$ cat config.mk
export PLATFORM = sky130hd
export DESIGN_NAME = vending_controller
export DESIGN_NICKNAME = d
export VERILOG_FILES = /design/src/rtl/vending_pkg.sv /design/src/rtl/item_price_lut.sv /design/src/rtl/vending_controller.sv
export SDC_FILE = /design/constraint.sdc
export NUM_CORES = 1
export LEC_CHECK = 0
export ABC_AREA = 1
export CAP_MARGIN = 5
export CORE_MARGIN = 4
export CORE_UTILIZATION = 55
export CTS_BUF_LIST = sky130_fd_sc_hd__clkbuf_8
export CTS_CLUSTER_DIAMETER = 30
export CTS_CLUSTER_SIZE = 25
export DETAILED_ROUTE_END_ITERATION = 8
export GPL_TIMING_DRIVEN = 1
export PLACE_DENSITY = 0.87
export SYNTH_ARGS = -nofsm -noshare
export SYNTH_HDL_FRONTEND = slang
export SYNTH_SLANG_ARGS = --single-unit
$ cat constraint.sdc
create_clock -name clk -period 5.7 [get_ports clk]
set_clock_uncertainty 0.1 [all_clocks]
set_input_delay 0.57 -clock clk [delete_from_list [all_inputs] [get_ports clk]]
set_output_delay 0.57 -clock clk [all_outputs]
set_load 0.01 [all_outputs]
$ cat src/rtl/vending_pkg.sv
// Shared types and constants for the vending machine controller.
// State encoding, one-hot item codes and item prices.
package vending_pkg;

   typedef enum logic [1:0] {
      IDLE    = 2'd0,
      COLLECT = 2'd1,
      VEND    = 2'd2,
      CHANGE  = 2'd3
   } state_e;

   localparam logic [3:0] ITEM_A = 4'b0001;
   localparam logic [3:0] ITEM_B = 4'b0010;
   localparam logic [3:0] ITEM_C = 4'b0100;
   localparam logic [3:0] ITEM_D = 4'b1000;

   localparam logic [2:0] PRICE_A = 3'd1;
   localparam logic [2:0] PRICE_B = 3'd2;
   localparam logic [2:0] PRICE_C = 3'd3;
   localparam logic [2:0] PRICE_D = 3'd5;

endpackage

$ cat src/rtl/item_price_lut.sv
// Combinational price lookup: one-hot item select -> price in units.
// onehot_o is low for any pattern that is not exactly one bit set
// (including all-zero); price_o is 0 in that case.
module item_price_lut
   import vending_pkg::*;
(
   input  logic [3:0] item_sel_i,
   output logic [2:0] price_o,
   output logic       onehot_o
);

   // Decode the select into a price and flag illegal selects
   always_comb begin
      price_o  = '0;
      onehot_o = 1'b1;
      case (item_sel_i)
         ITEM_A:  price_o = PRICE_A;
         ITEM_B:  price_o = PRICE_B;
         ITEM_C:  price_o = PRICE_C;
         ITEM_D:  price_o = PRICE_D;
         default: onehot_o = 1'b0;
      endcase
   end

endmodule

$ cat src/rtl/vending_controller.sv
// Vending machine sequencing FSM: coin credit, item selection, dispense
// handshake and unit-by-unit change return. All outputs are registered.
// Optional feature macro: VEND_TIMEOUT_EN -- inactivity auto-refund in COLLECT.
module vending_controller
   import vending_pkg::*;
#(
   parameter int CREDIT_W       = 4,
   parameter int MAX_CREDIT     = 15,
   parameter int TIMEOUT_CYCLES = 1000
) (
   input  logic                clk,
   input  logic                rst_n,
   input  logic                coin_valid,
   input  logic [1:0]          coin_value,
   input  logic                sel_valid,
   input  logic [3:0]          item_sel,
   input  logic                cancel,
   input  logic                vend_ready,
   output logic                vend_valid,
   output logic [3:0]          vend_item,
   output logic                change_pulse,
   output logic [CREDIT_W-1:0] credit,
   output logic                busy,
   output logic                coin_reject,
   output logic                sel_err,
   output logic                sel_insuff
);

   localparam int SUM_W = CREDIT_W + 1;

   state_e              state_q, state_d;
   logic [CREDIT_W-1:0] credit_q, credit_d;
   logic [3:0]          item_q, item_d;
   logic                vend_valid_q, change_pulse_q, busy_q;
   logic                coin_reject_q, coin_reject_d;
   logic                sel_err_q, sel_err_d;
   logic                sel_insuff_q, sel_insuff_d;

   logic [2:0]          price;
   logic                sel_onehot;
   logic                coin_ev;
   logic [SUM_W-1:0]    coin_sum;
   logic                coin_fits;
   logic                price_ok;
   logic                activity;     // accepted coin or acted-on selection
   logic                timeout_hit;

   item_price_lut u_lut (
      .item_sel_i (item_sel),
      .price_o    (price),
      .onehot_o   (sel_onehot)
   );

   // A zero-valued coin strobe is treated as no coin at all
   assign coin_ev   = coin_valid && (coin_value != 2'd0);
   assign coin_sum  = {1'b0, credit_q} + SUM_W'(coin_value);
   assign coin_fits = (coin_sum <= SUM_W'(MAX_CREDIT));
   assign price_ok  = (CREDIT_W'(price) <= credit_q);

   // Next-state, credit and pulse decode; one event per cycle in IDLE/COLLECT
   always_comb begin
      state_d       = state_q;
      credit_d      = credit_q;
      item_d        = item_q;
      coin_reject_d = 1'b0;
      sel_err_d     = 1'b0;
      sel_insuff_d  = 1'b0;
      activity      = 1'b0;
      case (state_q)
         IDLE, COLLECT: begin
            if (cancel) begin
               state_d = (credit_q != '0) ? CHANGE : IDLE;
            end else if (coin_ev) begin
               if (coin_fits) begin
                  credit_d = coin_sum[CREDIT_W-1:0];
                  state_d  = COLLECT;
                  activity = 1'b1;
               end else begin
                  coin_reject_d = 1'b1;
               end
            end else if (sel_valid) begin
               activity = 1'b1;
               if (!sel_onehot) begin
                  sel_err_d = 1'b1;
               end else if (!price_ok) begin
                  sel_insuff_d = 1'b1;
               end else begin
                  credit_d = credit_q - CREDIT_W'(price);
                  item_d   = item_sel;
                  state_d  = VEND;
               end
            end else if (state_q == COLLECT && timeout_hit) begin
               state_d = CHANGE;
            end
         end
         VEND: begin
            coin_reject_d = coin_ev;
            if (vend_ready) state_d = (credit_q != '0) ? CHANGE : IDLE;
         end
         CHANGE: begin
            coin_reject_d = coin_ev;
            if (credit_q <= CREDIT_W'(1)) begin
               credit_d = '0;
               state_d  = IDLE;
            end else begin
               credit_d = credit_q - 1'b1;
            end
         end
         default: state_d = IDLE;
      endcase
   end

`ifdef VEND_TIMEOUT_EN
   localparam int TO_W = (TIMEOUT_CYCLES > 1) ? $clog2(TIMEOUT_CYCLES) : 1;

   logic [TO_W-1:0] to_cnt_q, to_cnt_d;

   // Counter holds the number of quiet cycles already spent in COLLECT
   assign timeout_hit = (to_cnt_q == TO_W'(TIMEOUT_CYCLES - 1));

   // Count quiet cycles in COLLECT; saturate so a rejected coin cannot wrap it
   always_comb begin
      to_cnt_d = '0;
      if (state_q == COLLECT && state_d == COLLECT && !activity)
         to_cnt_d = timeout_hit ? to_cnt_q : to_cnt_q + 1'b1;
   end

   // Inactivity counter register
   always_ff @(posedge clk) begin
      if (!rst_n) to_cnt_q <= '0;
      else        to_cnt_q <= to_cnt_d;
   end
`else
   logic unused_timeout;

   assign timeout_hit    = 1'b0;
   assign unused_timeout = activity ^ (TIMEOUT_CYCLES != 0);
`endif

   // State, credit and registered outputs
   always_ff @(posedge clk) begin
      if (!rst_n) begin
         state_q        <= IDLE;
         credit_q       <= '0;
         item_q         <= '0;
         vend_valid_q   <= 1'b0;
         change_pulse_q <= 1'b0;
         busy_q         <= 1'b0;
         coin_reject_q  <= 1'b0;
         sel_err_q      <= 1'b0;
         sel_insuff_q   <= 1'b0;
      end else begin
         state_q        <= state_d;
         credit_q       <= credit_d;
         item_q         <= item_d;
         vend_valid_q   <= (state_d == VEND);
         change_pulse_q <= (state_d == CHANGE);
         busy_q         <= (state_d == VEND) || (state_d == CHANGE);
         coin_reject_q  <= coin_reject_d;
         sel_err_q      <= sel_err_d;
         sel_insuff_q   <= sel_insuff_d;
      end
   end

   assign vend_valid   = vend_valid_q;
   assign vend_item    = item_q;
   assign change_pulse = change_pulse_q;
   assign credit       = credit_q;
   assign busy         = busy_q;
   assign coin_reject  = coin_reject_q;
   assign sel_err      = sel_err_q;
   assign sel_insuff   = sel_insuff_q;

endmodule

# == Word level (Yosys, flattened, before mapping) ==
# Cells that the tools add are included.
# totals
output_inout_bits,14
elab_cells,74
register_bits,16
inputBits,12
# op_classes
n_bitwise,6
add_sub_neg,3
n_reduce_logical,13
n_lt_le_gt_ge,3
n_mux,26
n_eq_ne,14
# op_table
operator,n
2-to-1 mux 4 bit,7
2-to-1 mux 2 bit,9
inequality test 3 bit (second input constant),4
one-hot mux 3 bit (4 select lines),1
AND reduction 6 bit,2
equality test 2 bit (second input constant),4
one-hot mux 4 bit (2 select lines),1
2-to-1 mux 1 bit,6
NOT 1 bit,6
one-hot mux 2 bit (3 select lines),1
OR reduction 6 bit,1
adder 4 x 2 -> 5 bit,1
less-or-equal comparator 5 x 4 -> 1 bit (second input constant),1
OR reduction 5 bit,1
equality test 4 x 1 -> 1 bit (second input constant),1
equality test 4 x 2 -> 1 bit (second input constant),1
equality test 4 x 3 -> 1 bit (second input constant),1
equality test 4 bit (second input constant),1
less-or-equal comparator 3 x 4 -> 1 bit,1
less-or-equal comparator 4 x 1 -> 1 bit (second input constant),1
nonzero test 2 bit,2
nonzero test 4 bit,1
OR reduction 2 bit,2
OR reduction 4 bit,1
other kinds (8),8

# == Logic depth before layout (Yosys ltp) ==
# depth
word_depth,11
ltp_mapped,19
depth_no_buf,19

# == Cells and area by module ==
# Synthesis repeated with hierarchy kept, for this count alone.
# unflattened
cells_unflattened,179
area_unflattened_um2,1218.7
# modules_own_cells
module,area_each_um2,cells_each,seq_area_each_um2,instances
vending_controller,1126.1,159,320.3,1
item_price_lut,92.6,20,0.0,1

# == Worst setup path after synthesis ==
# Ideal clock, no wire load.
# synth_timing
path_kind,input to register
from,input item_sel[1]
to,"register credit_q[0], in the netlist credit[0]"
path_slack_ps,3225
setup_ps,112
path_buffers,0
arrival_ps,2264
t_required_ps,5488
path_stages,19
path_cell_list,inv_2 > nand2_2 > nor2_2 > nor2_4 > o21ai_0 > ha_1 > fa_1 > inv_1 > nand2_1 > nand2_1 > nor2_2 > nor2_4 > nand2_4 > nand2_4 > nand2_4 > nand2_2 > inv_2 > nor2_1 > nor2_1
# synth_between
elab_chain_cells,9
elab_cells_between_ends,18
classes_between,add/sub: 1; order compare: 1; eq/ne: 6; mux: 8; reduce/logical: 2
# synth_rtl
item,line_no,source
start: declaration,vending_controller.sv:16,"input logic [3:0] item_sel,"
equality test 4 bit (tied with other cells),item_price_lut.sv:16,case (item_sel_i)
one-hot mux 3 bit (4 select lines),item_price_lut.sv:16,
subtractor 4 x 3 -> 4 bit,vending_controller.sv:88,credit_d = credit_q - CREDIT_W'(price);
2-to-1 mux 4 bit,vending_controller.sv:85,end else if (!price_ok) begin
2-to-1 mux 4 bit,vending_controller.sv:83,if (!sel_onehot) begin
2-to-1 mux 4 bit,vending_controller.sv:81,end else if (sel_valid) begin
2-to-1 mux 4 bit,vending_controller.sv:73,end else if (coin_ev) begin
2-to-1 mux 4 bit,vending_controller.sv:71,if (cancel) begin
one-hot mux 4 bit (2 select lines),vending_controller.sv:69,case (state_q)
end signal: assignment,vending_controller.sv:154,credit_q <= credit_d;
end: declaration,vending_controller.sv:32,"logic [CREDIT_W-1:0] credit_q, credit_d;"
# Parallel ways exist; a longest one is shown, timed or not. The select of a mux whose other input is x is not followed.
# A chain may end at the register's enable or synchronous reset.

# == Worst setup path after layout ==
# layout_timing
from,input item_sel[1]
to,"register change_pulse_q, in the netlist change_pulse"
# layout_between
elab_chain_cells,10
elab_cells_between_ends,15
classes_between,order compare: 1; eq/ne: 5; mux: 8; reduce/logical: 1
# layout_rtl
item,line_no,source
equality test 4 bit (tied with other cells),item_price_lut.sv:16,
one-hot mux 3 bit (4 select lines),item_price_lut.sv:16,
less-or-equal comparator 3 x 4 -> 1 bit,vending_controller.sv:58,assign price_ok = (CREDIT_W'(price) <= credit_q);
2-to-1 mux 2 bit,vending_controller.sv:85,
2-to-1 mux 2 bit (*),vending_controller.sv:83,
2-to-1 mux 2 bit (*),vending_controller.sv:81,
2-to-1 mux 2 bit (*),vending_controller.sv:73,
2-to-1 mux 2 bit (*),vending_controller.sv:71,
one-hot mux 2 bit (3 select lines) (*),vending_controller.sv:69,
equality test 2 bit (*),vending_controller.sv:157,change_pulse_q <= (state_d == CHANGE);
end signal: assignment,vending_controller.sv:157,
end: declaration,vending_controller.sv:34,"logic vend_valid_q, change_pulse_q, busy_q;"
# Mark *: on every way between the ends. The rest lies on a longest branch, timed or not.

==> metrics.txt <==
Synth Warn # 0; cts hold-fix bufs 0; Via-to-Cell Ratio 5.439; CTS buffer count 3; unique cell type count in the Yosys netlist 29; fin. max-slew vios 0; Setup Viol. Count Final 0; r2r startpoint credit[0]$_SDFFE_PN0P_; Setup Crit Path Kind in -> reg; unrepaired setup endpoints after global routing no; switching portion of total power 0.3910; Critical Path AT 3.03 ns; CP endpoint kind flop; Cell Rows 16; H-tree Lvls 1; core area 2022 µm²; Root Driver clkbuf_8; largest net degree at the start of global routing 13; Critical Path RT 5.74 ns; area share of the largest cell type after synthesis 0.2505; P_int 0.0002361 W; antenna violations before repair 0; total net switching power 0.0001516 W; maximum clock rate 334.9 MHz; Die W 54.69 µm; Top Ports 26; Least-Margin Pin Slew 0.6091 ns; P per Cell Area 256.3 nW/µm²; Clock Latency Late Sink 0.25 ns; largest cells by area after synthesis dfxtp_1 25%, nand2_1 12%, ha_1 7.3%; CP Launch Type input port; Sequential Power Share 0.332; clock slew at reported path FFs 0.07 ns; syn_area_per_cell 7.178 µm²; hold_sp vend_item[2]$_SDFFE_PN0P_; vias in the first global route 1134; final hold violations 0; TritonCTS clock tree done; Final HPWL DP 2290 µm; Comb pwr share 0.434; Main synth FF type dfxtp_1; slew margin rel. 0.5939; Port Buf Inserts 25; Initial Util 0.5928; share of cells above drive strength 1 0.2010; Max rail drop VDD 0.1828 mV; routed len/inst 12.82 µm; worst-case clock buffer depth 2; via count 1202; number of synthesized flops with an enable pin 0; Post-Syn Area 1199 µm²; worst hold path type reg -> reg; fillers 163; final setup TNS 0 ns; syn_nets 188; drt first pass iters 4; area leader, netlist dfxtp_1; final WL 2834 µm; Max Cap Viol 0; clock sink count 15; area of the multi-input gates 784.5 µm²; minimum clock period 2.986 ns; Pleak 0.7393 nW; final core utilization 0.7481; first-pass GRT wire length 4609 µm; fin crit share 0.5239; Synth Register Bits 15; Area Overhead vs Synth 26.20%; GRT overflow 0; # resized after CTS 0; Post-Synthesis Cells 167; Clk network pwr share 0.234; initial DRC count 35; antenna cell count 0; register area share after synthesis 0.2505; Post-CTS Setup Inserts 0; nets 216; Setup crit start item_sel[1]; DRC 0; die area 2990 µm²; DIE HEIGHT 54.69 µm; status completed; DRT antenna net count 0; critical path fanouts, max 3; Reg area 300.3 µm²; GP Congestion 0.9101; share of synthesized registers carrying an async set or reset 0; Total GRT Usage 0.2127
==> area by class of cell <==
| type | count | area share |
|---|---|---|
| clock buffers | 3 | 0.02730 |
| clock inverters | 1 | 0.003309 |
| inverters | 26 | 0.06452 |
| multi-input cells | 124 | 0.5186 |
| flip-flops and latches | 15 | 0.1985 |
| well taps | 27 | 0.02233 |
| repair buffers | 25 | 0.1654 |
==> metal layers <==
metal,GRT usage,up-vias,part of all wire
met5,0,-,0
met4,0.07884,0,0.026
met3,0.05177,10,0.058
met2,0.3760,40,0.52
met1,0.2431,566,0.39
li1,-,586,-
==> critical path, stage by stage <==
cell and delay, ns:
clkdlybuf4s50_1 0.49, inv_2 0.06, nand2_2 0.08, nor2_2 0.05, nor2_4 0.12, o21ai_0 0.10
ha_1 0.22, fa_1 0.36, inv_1 0.08, nand2_1 0.07, nand2_1 0.12, nor2_2 0.07
nor2_4 0.13, nand3_2 0.11, nand2_1 0.09, nand2_1 0.07, a21oi_1 0.19, nor2_1 0.06
==> worst paths after layout <==
kind,to,depth (start not counted),slack [ns]
setup / recovery,change_pulse$_SDFF_PN0_,18,2.71
hold / removal,vend_item[2]$_SDFFE_PN0P_,1,0.40
setup reg to reg,change_pulse$_SDFF_PN0_,13,3.39
hold reg to reg,vend_item[2]$_SDFFE_PN0P_,1,0.40
==> power by group through the flow <==
stage,clock [W],combinational (W),sequential (W)
floorplan,0,0.000111,0.000133
global placement,0,0.000159,0.000130
detailed placement,0,0.000166,0.000131
CTS,0.0000917,0.000168,0.000129
global route,0.0000965,0.000189,0.000130
finish,0.0000908,0.000168,0.000129
==> synthesized netlist by cell type, types with 3 or more instances <==
master    count
nand2_1      38
inv_1        18
nor2_1       18
dfxtp_1      15
nand3_1       9
a21oi_1       7
ha_1          7
inv_2         7
nor2_2        6
nand2_2       5
nor2_4        5
nand2_4       4
o211a_1       4
o21ai_0       4
o211ai_1      3
==> sequential cells by signal (all words and copies together) (netlist names) <==
| name | count |
|---|---|
| credit | 4 |
| vend_item | 4 |
| state_q | 2 |
| change_pulse | 1 |
| coin_reject | 1 |
| sel_err | 1 |
| sel_insuff | 1 |
| vend_valid | 1 |
==> cell families (layout without fill, tap and decap cells) <==
kind of cell | after synthesis | count (layout) | synth area share
AND/OR/NAND/NOR | 92 | 92 | 0.4196
XOR/XNOR | 1 | 1 | 0.007308
flip-flops | 15 | 15 | 0.2505
adder cells (fa/ha/maj) | 9 | 9 | 0.1065
AO/OA/AOI/OAI | 22 | 22 | 0.1211
buffers and inverters | 28 | 55 | 0.09498
==> cell usage in the layout (no fill, tap or decap), types with 5 or more instances in the layout <==
cell,n
nor2_1,18
inv_1,18
clkdlybuf4s50_1,25
nand3_1,9
ha_1,7
nor2_2,6
dfxtp_1,15
nand2_1,38
inv_2,7
nand2_2,5
nor2_4,5
a21oi_1,7
==> metrics by stage <==
step                cell area, µm²  total power [W]  cells  hold WS [ns]  setup WS, ns
CTS                           1513        0.0003882    221        0.3997         2.709
finish                        1513        0.0003877    221        0.3971         2.714
detailed placement            1466        0.0002972    217        0.3893         2.473
floorplan                     1199        0.0002437    167        0.4386         3.225
global route                  1513        0.0004156    221        0.4152         2.488
global placement              1466        0.0002889    217        0.3814         2.574
Power figures use the tool's default switching activity.
